### src/rtl/mul_trunc_pipe.sv
// Column-truncated unsigned multiplier with run-time truncation column and a
// stallable, bubble-collapsing valid/ready pipeline of STAGES register slots.
module mul_trunc_pipe #(
    parameter int W      = 12,
    parameter int STAGES = 3,
    parameter int TW     = $clog2(2*W)
) (
    input  logic            clk,
    input  logic            rst_n,
    input  logic            in_valid,
    output logic            in_ready,
    input  logic [W-1:0]    in_a,
    input  logic [W-1:0]    in_b,
    input  logic [TW-1:0]   in_trunc,
    output logic            out_valid,
    input  logic            out_ready,
    output logic [2*W-1:0]  out_p,
    output logic [TW-1:0]   out_trunc,
    output logic            busy
);
    localparam int PW = 2*W;
    localparam logic [TW-1:0] T_MAX = TW'(PW-1);

    logic [TW-1:0] t_clamp;
    logic [PW-1:0] keep_mask;
    logic [PW-1:0] prod;

    // Each shifted row is masked to columns >= T before summing, so dropped
    // columns never generate carries while kept columns add exactly.
    always_comb begin
        t_clamp   = (in_trunc > T_MAX) ? T_MAX : in_trunc;
        keep_mask = ~((PW'(1) << t_clamp) - PW'(1));
        prod      = '0;
        for (int i = 0; i < W; i++) begin
            if (in_a[i])
                prod = prod + ((PW'(in_b) << i) & keep_mask);
        end
    end

    logic [STAGES-1:0]           vld_pipe;
    logic [STAGES-1:0]           ld;
    logic [STAGES-1:0][PW-1:0]   p_pipe;
    logic [STAGES-1:0][TW-1:0]   t_pipe;
    logic [STAGES-1:0]           src_v;
    logic [STAGES-1:0][PW-1:0]   src_p;
    logic [STAGES-1:0][TW-1:0]   src_t;

    // A slot loads when empty or when its successor is moving on; the chain
    // ends at out_ready, so in_ready never looks at in_valid.
    always_comb begin
        ld = '0;
        ld[STAGES-1] = !vld_pipe[STAGES-1] || out_ready;
        for (int k = STAGES-2; k >= 0; k--)
            ld[k] = !vld_pipe[k] || ld[k+1];
    end

    always_comb begin
        src_v    = '0;
        src_p    = '0;
        src_t    = '0;
        src_v[0] = in_valid;
        src_p[0] = prod;
        src_t[0] = t_clamp;
        for (int k = 1; k < STAGES; k++) begin
            src_v[k] = vld_pipe[k-1];
            src_p[k] = p_pipe[k-1];
            src_t[k] = t_pipe[k-1];
        end
    end

    always_ff @(posedge clk or negedge rst_n) begin
        if (!rst_n) begin
            vld_pipe <= '0;
            p_pipe   <= '0;
            t_pipe   <= '0;
        end else begin
            for (int k = 0; k < STAGES; k++) begin
                if (ld[k]) begin
                    vld_pipe[k] <= src_v[k];
                    p_pipe[k]   <= src_p[k];
                    t_pipe[k]   <= src_t[k];
                end
            end
        end
    end

    assign in_ready  = ld[0];
    assign out_valid = vld_pipe[STAGES-1];
    assign out_p     = p_pipe[STAGES-1];
    assign out_trunc = t_pipe[STAGES-1];
    assign busy      = |vld_pipe;

endmodule

### config.mk
export PLATFORM = sky130hd
export DESIGN_NAME = mul_trunc_pipe
export DESIGN_NICKNAME = d
export VERILOG_FILES = /design/src/rtl/mul_trunc_pipe.sv
export SDC_FILE = /design/constraint.sdc
export NUM_CORES = 1
export LEC_CHECK = 0
export BUFFER_PORTS_ARGS = -buffer_cell sky130_fd_sc_hd__buf_2
export CORE_ASPECT_RATIO = 1.2
export CORE_MARGIN = 1.5
export CORE_UTILIZATION = 58
export CTS_CLUSTER_SIZE = 25
export DETAILED_ROUTE_END_ITERATION = 8
export GPL_TIMING_DRIVEN = 1
export HOLD_SLACK_MARGIN = 0.03
export PLACE_DENSITY = 0.79
export SETUP_SLACK_MARGIN = 0.3
export SYNTH_ARGS = -nofsm -noshare
export SYNTH_HDL_FRONTEND = slang
export SYNTH_SLANG_ARGS = --single-unit
export TNS_END_PERCENT = 10
### constraint.sdc
create_clock -name clk -period 2.7 [get_ports clk]
set_input_delay 0.81 -clock clk [delete_from_list [all_inputs] [get_ports clk]]
set_output_delay 0.81 -clock clk [all_outputs]
set_load 0.02 [all_outputs]
==> impl_results.md, run 1 <==
* Htree depth at 3
* Width of the die at 140 um
* Root Driver: clkbuf_16
* Seq cells post-synth at 90
* Fail Step: global routing (5_1_grt)
* Outcome: did not finish
* Syn Nets at 1,879
* Leading area contributor after synthesis: dfrtp_1
* Final HPWL DP at approximately 34,000 um
* Syn Inst Count at between 1,500 and 2,000
* Clock buffer depth at 2
* Cell variety after synth at 88
* Fraction of registers with async set/reset at 100%
* FP Rows at 60
* I/O pins at 65
* Sequential fraction of the synthesis area at 17.2%
* Synthesized area per cell at about 7.7 um2
* Error msg: [ERROR GRT-0232] Routing congestion too high. Check the congestion heatmap in the GUI.
* CTS Sinks at 90
* CTS buffer count at 9
* Die Height at approximately 170 um
* Commonest cells post-synth: 155 x a21oi_1, 139 x nor2_1, 133 x ha_1, 122 x nand2_1, 103 x inv_1
* Most numerous cell in the Yosys netlist: a21oi_1
* Largest net degree at the start of global routing at between 40 and 50
* Worst Endpoint after GRT Repair: p_pipe[23]$_DFFE_PN0P_/D
* Number of flops mapped to enable cells by yosys at 0
* Worst endpoint type: register data pin
* Synth Warn # at 0
* All-Layer GR Usage at roughly three quarters
* Initial core utilization at 58.8%
* Mapped Area at between 10,000 and 15,000 um2
* PortBufs at 64
* Gpl congestion at 0.942
* Gr ovfl total at 10
* Top FF cell, synth: dfrtp_1
* Most area-consuming cells after synthesis: dfrtp_1 17%, ha_1 13%, mux2_2 6.4%, a21oi_1 5.9%, xnor2_1 5.2%
* Area fraction of the dominant cell type after synthesis at approximately 17%
[kinds of logic after synthesis]
| group | count (synthesis) | share of synthesized area [%] |
|---|---|---|
| AOI/OAI and AO/OA | 471 | 23.6 |
| xor gates and xnor gates | 105 | 7.01 |
| adders and majority gates | 144 | 14.4 |
| buffers and inverters | 217 | 7.06 |
| DFF | 90 | 17.2 |
| muxes | 104 | 8.69 |
| and+or+nand+nor | 571 | 22.1 |
[stage by stage]
step	cell area, um2	setup WS [ns]	TNS [ns]	std cells	utilization (%)
global placement	17500	-11.76	-177.38	2424	78.7
floorplan	13800	-12.04	-177.52	1702	-
CTS	18800	-11.24	-169.53	2485	84.4
detailed placement	17500	-12.27	-186.27	2424	78.7
[repair_timing]
item / in CTS
cloned: 0
setup buffers: 45
endpoints found under the setup margin: 22
endpoints found under the hold margin: 0
hold buffers: 0
pin swaps: 104
gates resized for setup: 130
[per-layer routing]
layer / GRT overflow / GRT usage, %
met4: 2 / 73.6
met3: 1 / 61.2
met5: 0 / 36.6
met2: 5 / 90.4
met1: 2 / 75.1
==> run 2: changes to the inputs <==
==> config.mk (replaced) <==
export PLATFORM = sky130hd
export DESIGN_NAME = mul_trunc_pipe
export DESIGN_NICKNAME = d
export VERILOG_FILES = /design/src/rtl/mul_trunc_pipe.sv
export SDC_FILE = /design/constraint.sdc
export NUM_CORES = 1
export LEC_CHECK = 0
export BUFFER_PORTS_ARGS = -buffer_cell sky130_fd_sc_hd__buf_2
export CORE_MARGIN = 1.5
export CORE_UTILIZATION = 40
export DETAILED_ROUTE_END_ITERATION = 8
export GPL_TIMING_DRIVEN = 1
export PLACE_DENSITY_LB_ADDON = 0.15
export SYNTH_ARGS = -nofsm -noshare
export SYNTH_HDL_FRONTEND = slang
export SYNTH_SLANG_ARGS = --single-unit
export TNS_END_PERCENT = 10
==> constraint.sdc (replaced) <==
create_clock -name clk -period 3.5 [get_ports clk]
set_input_delay 1.05 -clock clk [delete_from_list [all_inputs] [get_ports clk]]
set_output_delay 1.05 -clock clk [all_outputs]
set_load 0.02 [all_outputs]
==> run 2 against run 1 <==
The flow now finishes, with violations (negative setup slack); synthesized cell count is the same; area after synthesis unchanged.
==> impl_results.md, run 2 <==
* Outcome: finished, violations left
* Violated checks: negative setup slack
* Drt drc at 0
* Die area at 33,900 um2
* Hold endpoint: src_t[9]
* Clock buffer depth at 2 (unchanged)
* Clk Latency, worst-skew pair at approximately 0.33 ns
* Rel. slew slack at 63.1%
* R2R Path Start: vld_pipe[2]
* Syn Nets at 1,879 (unchanged)
* Sequential fraction of the synthesis area at 17.2% (unchanged)
* Htree depth at 3 (unchanged)
* Place WS at -11.70 ns (+0.575 ns)
* Slowest library cell on the worst path: fa_1
* CTS buffer count at 9 (unchanged)
* Gr ovfl total at 0
* Setup TNS at -157.25 ns
* Startpoint Class: input pin
* Syn Inst Count at 1,702 (unchanged)
* Reg2Reg Depth at 7
* DRT iter0 DRCs at 620
* Final setup vio count at 21
* WHS Path Cells at 2
* Crit Reg-Reg Endpoint: p_pipe[21]
* Seq cells post-synth at 90 (unchanged)
* Leak at 9.41 nW
* All-Layer GR Usage at 25.0%
* Buffers plus inverters on the worst setup path at 8
* Period utilization at 409%
* Cell variety after synth at 88 (unchanged)
* Gpl congestion at 0.914 (-3.0%)
* Placeable Area at ~32,000 um2
* Initial core utilization at 40.5% (-18 points)
* Hold buffers post-CTS at 0 (unchanged)
* Clk pin slew, worst setup/hold paths at approximately 0.06 ns
* Max Fanout on Critical Path at 5
* Most area-consuming cells after synthesis: dfrtp_1 17%, ha_1 13%, mux2_2 6.4%, a21oi_1 5.9%, xnor2_1 5.2%
* Drt pass-1 iters at 5
* Vias in the first global route at 13,700
* First-pass GRT wire length at slightly below 70,000 um
* Most used cell along the critical path: ha_4
* Most numerous cell in the Yosys netlist: a21oi_1
* Final HPWL DP at 34,400 um (+1.6%)
* TritonCTS clock tree: done
* FF-to-FF setup slack at between 1.5 and 2 ns
* I/O pins at 65 (unchanged)
* Leading area contributor after synthesis: dfrtp_1
* Delay-heaviest family, CP: adder cells
* RSZ-0062 raised after global routing: true
* Synth Warn # at 0 (unchanged)
* Max-slew violation count at 0
* Final setup margin at -10.82 ns
* Top FF cell, synth: dfrtp_1
* Hold path start: src_t[9]
* Period minus WS final at ~14 ns
* Fraction of registers with async set/reset at 100% (unchanged)
* Number of antenna violations at the first check in global routing at 3
* CP Capture Type: register
* Via count at approximately 14,000
* ANT nets after route at 0
* Routed wire length at ~43,000 um
* Achievable Freq at ~70 MHz
* Mapped Area at 13,100 um2 (unchanged)
* Commonest cells post-synth: 155 x a21oi_1, 139 x nor2_1, 133 x ha_1, 122 x nand2_1, 103 x inv_1
* Nets at ~2,400
* Worst EP arrival at 14.53 ns
* MaxCap Viol Count at 0
* Max reg flops at 48
* PortBufs at 64 (unchanged)
* Worst min path class: reg2reg
* Commonest non-fill, non-tap cell in the layout: buf_4
* Synthesized area per cell at 7.70 um2 (unchanged)
* Area fraction of the dominant cell type after synthesis at 17.2% (unchanged)
* Crit Path Category: in2reg
* Area Overhead vs Synth at 47.1%
* FP Rows at 66 (+10%)
* CTS Sinks at 90 (unchanged)
* Peak VDD IR at roughly 0.00041 V
* Root Driver: clkbuf_16
* Vias per cell at about 5.3
* PwrDens at around 480 nW/um2
* FILL cells at around 3,000
* Least-Margin Pin Slew at roughly 0.54 ns
* Final hold vios at 0
* Clock Skew at approximately 0.007 ns
* Largest net degree at the start of global routing at 56
* Commonest non-fill, non-tap cells in the layout: 544 x buf_4, 129 x nor2_1, 118 x nand2_1
* Die Height at 184 um (+9.7%)
* Required time worst endpoint at 3.71 ns
* Hold WS at approximately 0.47 ns
* Width of the die at 184 um (+31%)
* Share of layout cells above drive strength 1 at between 40% and 50%
* Reg with most FFs: p_pipe
* Max incr delay on CP at roughly 0.48 ns
* WL per Instance at 16.0 um
* Number of flops mapped to enable cells by yosys at 0 (unchanged)
## run 2: cell counts after synthesis
Identical to the previous run, type by type.
## run 2: power by group
part	leakage [nW]	internal [mW]	switching (mW)
Combinational	8.18	3.56	3.08
Sequential	1.07	1.39	0.180
Clock	0.154	0.631	0.396
## run 2: worst register-to-register path, cell delays in order, from the launching register on
cell      delay, ns
dfrtp_1        0.38
nor2b_2        0.15
and3_1         0.19
clkinv_1       0.09
buf_4          0.30
nor2_1         0.11
or4_1          0.42
nand3_1        0.10
## run 2: how the worst max path moves through the flow
stage          cells past startpoint        start    endpoint  slack, ns
2_1_floorplan                     80  in_trunc[4]  p_pipe[22]     -11.48
3_3_place_gp                      71  in_trunc[2]  p_pipe[23]     -11.31
3_5_place_dp                      71  in_trunc[2]  p_pipe[21]     -11.70
4_1_cts                           73  in_trunc[3]  p_pipe[21]     -10.67
5_1_grt                           81  in_trunc[3]  p_pipe[21]     -11.56
6_report                          72  in_trunc[2]  p_pipe[21]     -10.82
## run 2: final cells by class
type / instances / area [um2] / share of cell area [%]
antenna: 1 / 2.50 / 0.0130
clock buffer: 9 / 225 / 1.17
clock inverter: 7 / 100 / 0.519
inverter: 112 / 433 / 2.24
multi-input combinational: 1395 / 11200 / 58.3
sequential: 90 / 2250 / 11.7
tap: 442 / 553 / 2.87
timing repair buffer: 611 / 4470 / 23.2
## run 2: cells by family after synthesis
| group | Yosys count | share of synthesized area, % |
|---|---|---|
| xor gates and xnor gates | 105 | 7.01 |
| buffers and inverters | 217 | 7.06 |
| muxes | 104 | 8.69 |
| AOI/OAI and AO/OA | 471 | 23.6 |
| and+or+nand+nor | 571 | 22.1 |
| adders and majority gates | 144 | 14.4 |
| DFF | 90 | 17.2 |
## run 2: through the flow
step	util, %	cell area, um2	std cells	power, mW
2_1_floorplan	-	13800	1702	5.30
3_3_place_gp	55.3	17900	2608	7.45
3_5_place_dp	55.3	17900	2608	7.61
4_1_cts	58.2	18800	2645	8.96
5_1_grt	59.6	19300	2666	9.98
6_report	59.6	19300	2667	9.24
## run 2: timing repair
action | CTS | global route
pin swaps | 71 | 74
setup buffers | 21 | 21
gates resized for setup | 97 | 67
cloned | 0 | 0
setup endpoints to repair | 21 | 21
## run 2: metal layers
| layer | GRT usage (%) | vias to the layer above | wire [um] |
|---|---|---|---|
| met4 | 6.79 | 0 | 947 |
| met1 | 33.4 | 6730 | 20100 |
| met5 | 0 | - | 0 |
| li1 | - | 7089 | - |
| met3 | 1.56 | 56 | 1120 |
| met2 | 43.6 | 232 | 20400 |
Note: power is estimated with default switching activity, not from simulation.
==> run 3: changes to the inputs <==
--- a/config.mk
+++ b/config.mk
@@ -10,7 +10,6 @@
 export CORE_UTILIZATION = 40
 export DETAILED_ROUTE_END_ITERATION = 8
 export GPL_TIMING_DRIVEN = 1
-export PLACE_DENSITY_LB_ADDON = 0.15
 export SYNTH_ARGS = -nofsm -noshare
 export SYNTH_HDL_FRONTEND = slang
 export SYNTH_SLANG_ARGS = --single-unit
==> run 3 against run 2 <==
The run still ends with negative setup slack left; via count increased by 2.1%; sequential power about the same; core utilization rose by 1.5 points; combinational power grew 3.8%; sequential share of layout area shrank 0.29 points; worst hold slack better by 0.0074 ns; critical endpoint is now p_pipe[22].
==> impl_results.md, run 3 (synthesis results as in run 2) <==
* Outcome: finished, violations left
* Violated checks: negative setup slack
* Buffers plus inverters on the worst setup path at 9 (+1)
* Period utilization at 415% (+5.4 points)
* WL per Instance at 16.2 um (+1.0%)
* Share of layout cells above drive strength 1 at 44.4% (+2.6 points)
* WL met3 at 1570 um (+40%)
* Hold WS at 0.476 ns (+0.00738 ns)
* Peak VDD IR at 0.000384 V (-5.3%)
* Drt drc at 0 (unchanged)
* Required time worst endpoint at 3.75 ns (+0.04 ns)
* Area of the multi-input gates at 11,600 um2 (+3.6%)
* CP Capture Type: register
* Reg with most FFs: p_pipe
* CTS Sinks at 90 (unchanged)
* Clock Skew at 0.00517 ns (-0.00196 ns)
* Final setup vio count at 21 (unchanged)
* TritonCTS clock tree: done
* Hold buffers post-CTS at 0 (unchanged)
* Largest net degree at the start of global routing at 91 (+63%)
* Clk Latency, worst-skew pair at 0.33 ns (about the same)
* Least-Margin Pin Slew at 0.592 ns (+0.0523 ns)
* CTS buffer count at 9 (unchanged)
* Commonest non-fill, non-tap cells in the layout: 547 x buf_4, 130 x nor2_1, 118 x nand2_1
* Gr ovfl total at 0 (unchanged)
* ANT nets after route at 0 (unchanged)
* Vias per cell at 5.38 (+1.8%)
* Number of antenna violations at the first check in global routing at 1 (-2)
* Startpoint Class: input pin
* Placeable Area at 32,400 um2 (unchanged)
* Die Height at 184 um (unchanged)
* M1 WL at 19,300 um (-4.2%)
* Worst EP arrival at 14.77 ns (+0.24 ns)
* Initial core utilization at 40.5% (unchanged)
* PwrDens at 476 nW/um2 (-0.56%)
* Commonest non-fill, non-tap cell in the layout: buf_4
* Drt pass-1 iters at 5 (unchanged)
* Setup TNS at -159.05 ns (-1.80 ns)
* DRT iter0 DRCs at 765 (+23%)
* Met2 WL at 21,200 um (+3.8%)
* Crit Path Category: in2reg
* Slowest library cell on the worst path: o41a_1
* PortBufs at 64 (unchanged)
* Achievable Freq at 68.9 MHz (-1.3%)
* First-pass GRT wire length at 68,800 um (about the same)
* I/O pins at 65 (unchanged)
* Max incr delay on CP at 0.44 ns (-0.04 ns)
* Vias in the first global route at 14,200 (+3.9%)
* Width of the die at 184 um (unchanged)
* Die area at 33,900 um2 (unchanged)
* Max reg flops at 48 (unchanged)
* Final setup margin at -11.01 ns (-0.190 ns)
* Clk pin slew, worst setup/hold paths at 0.06 ns (about the same)
* Gpl congestion at 0.920 (+0.71%)
* Htree depth at 3 (unchanged)
* FILL cells at 2,810 (-5.0%)
* Max-slew violation count at 0 (unchanged)
* Nets at 2,406 (+0.42%)
* Clock buffer depth at 2 (unchanged)
* Delay-heaviest family, CP: compound AO/OA/AOI/OAI gates
* Max Fanout on Critical Path at 5 (unchanged)
* Top layer in use: met4
* Rel. slew slack at 60.1% (-3.0 points)
* Worst min path class: reg2reg
* Root Driver: clkbuf_16
* MaxCap Viol Count at 0 (unchanged)
* All-Layer GR Usage at 24.8% (-0.22 points)
* Register area at 2250 um2 (unchanged)
* Via count at 14,400 (+2.1%)
* Final HPWL DP at 33,800 um (-1.6%)
* Period minus WS final at 14.51 ns (+0.190 ns)
* Area Overhead vs Synth at 50.8%
* RSZ-0062 raised after global routing: true
* Final hold vios at 0 (unchanged)
* Routed wire length at 43,200 um (+1.4%)
* Leak at 9.55 nW (+1.5%)
* FP Rows at 66 (unchanged)
-- run 3: cell types whose count changed in the layout (fill, tap and decap cells not counted), moves of 5 or more --
cell,delta
ha_1,-10
o21ai_0,-9
a21oi_1,-16
ha_4,+9
inv_1,-8
a21oi_2,+13
inv_2,+8
xnor2_2,+5
xnor2_1,-6
-- run 3: power breakdown --
group	switching (mW)	internal (mW)	leakage, nW
sequential	0.186	1.39	1.07
combinational	3.22	3.67	8.33
clock	0.376	0.572	0.145
total	3.79	5.63	9.55
-- run 3: area by class of cell --
cell class | count | share of cell area (%)
multi-input cells | 1395 | 58.9
repair buffers | 621 | 23.2
flip-flops and latches | 90 | 11.4
well taps | 442 | 2.80
inverters | 112 | 2.19
clock buffers | 10 | 1.21
clock inverters | 6 | 0.323
diodes | 1 | 0.0127
-- run 3: worst min-delay path: stages, from the launching register on --
cell,delay [ns]
dfrtp_1,0.34
nand2_1,0.04
o21ai_0,0.06
-- run 3: final timing paths --
path	start	slack, ns	cells after the start	end
setup / recovery	in_trunc[2]	-11.01	79	p_pipe[22]
hold / removal	p_pipe[1]	0.48	2	p_pipe[1]
setup reg to reg	vld_pipe[2]	1.73	7	p_pipe[21]
hold reg to reg	p_pipe[1]	0.48	2	p_pipe[1]
max in group asynchronous	rst_n	2.39	2	p_pipe[5]
min in group asynchronous	rst_n	0.71	2	out_p[17]
-- run 3: per-stage QoR --
stage,cell area [um2],util [%],power [mW],cells,setup slack [ns]
finish,19800,61.1,9.42,2677,-11.01
global placement,17800,54.9,7.35,2588,-11.30
floorplan,13800,-,5.30,1702,-11.48
global route,19800,61.1,10.1,2677,-11.66
CTS,19000,58.8,8.92,2644,-10.60
detailed placement,17800,54.9,7.52,2588,-11.77
-- run 3: metal layers --
metal	GRT usage, %	vias up
li1	-	7115
met1	31.9	6913
met2	44.2	302
met3	1.47	79
met4	7.97	0
met5	0	-
-- run 3: timing repair --
action / in CTS / in global routing
gates resized for setup: 148 / 101
endpoints found under the setup margin: 21 / 21
buffers inserted: 40 / 33
pin swaps: 95 / 96
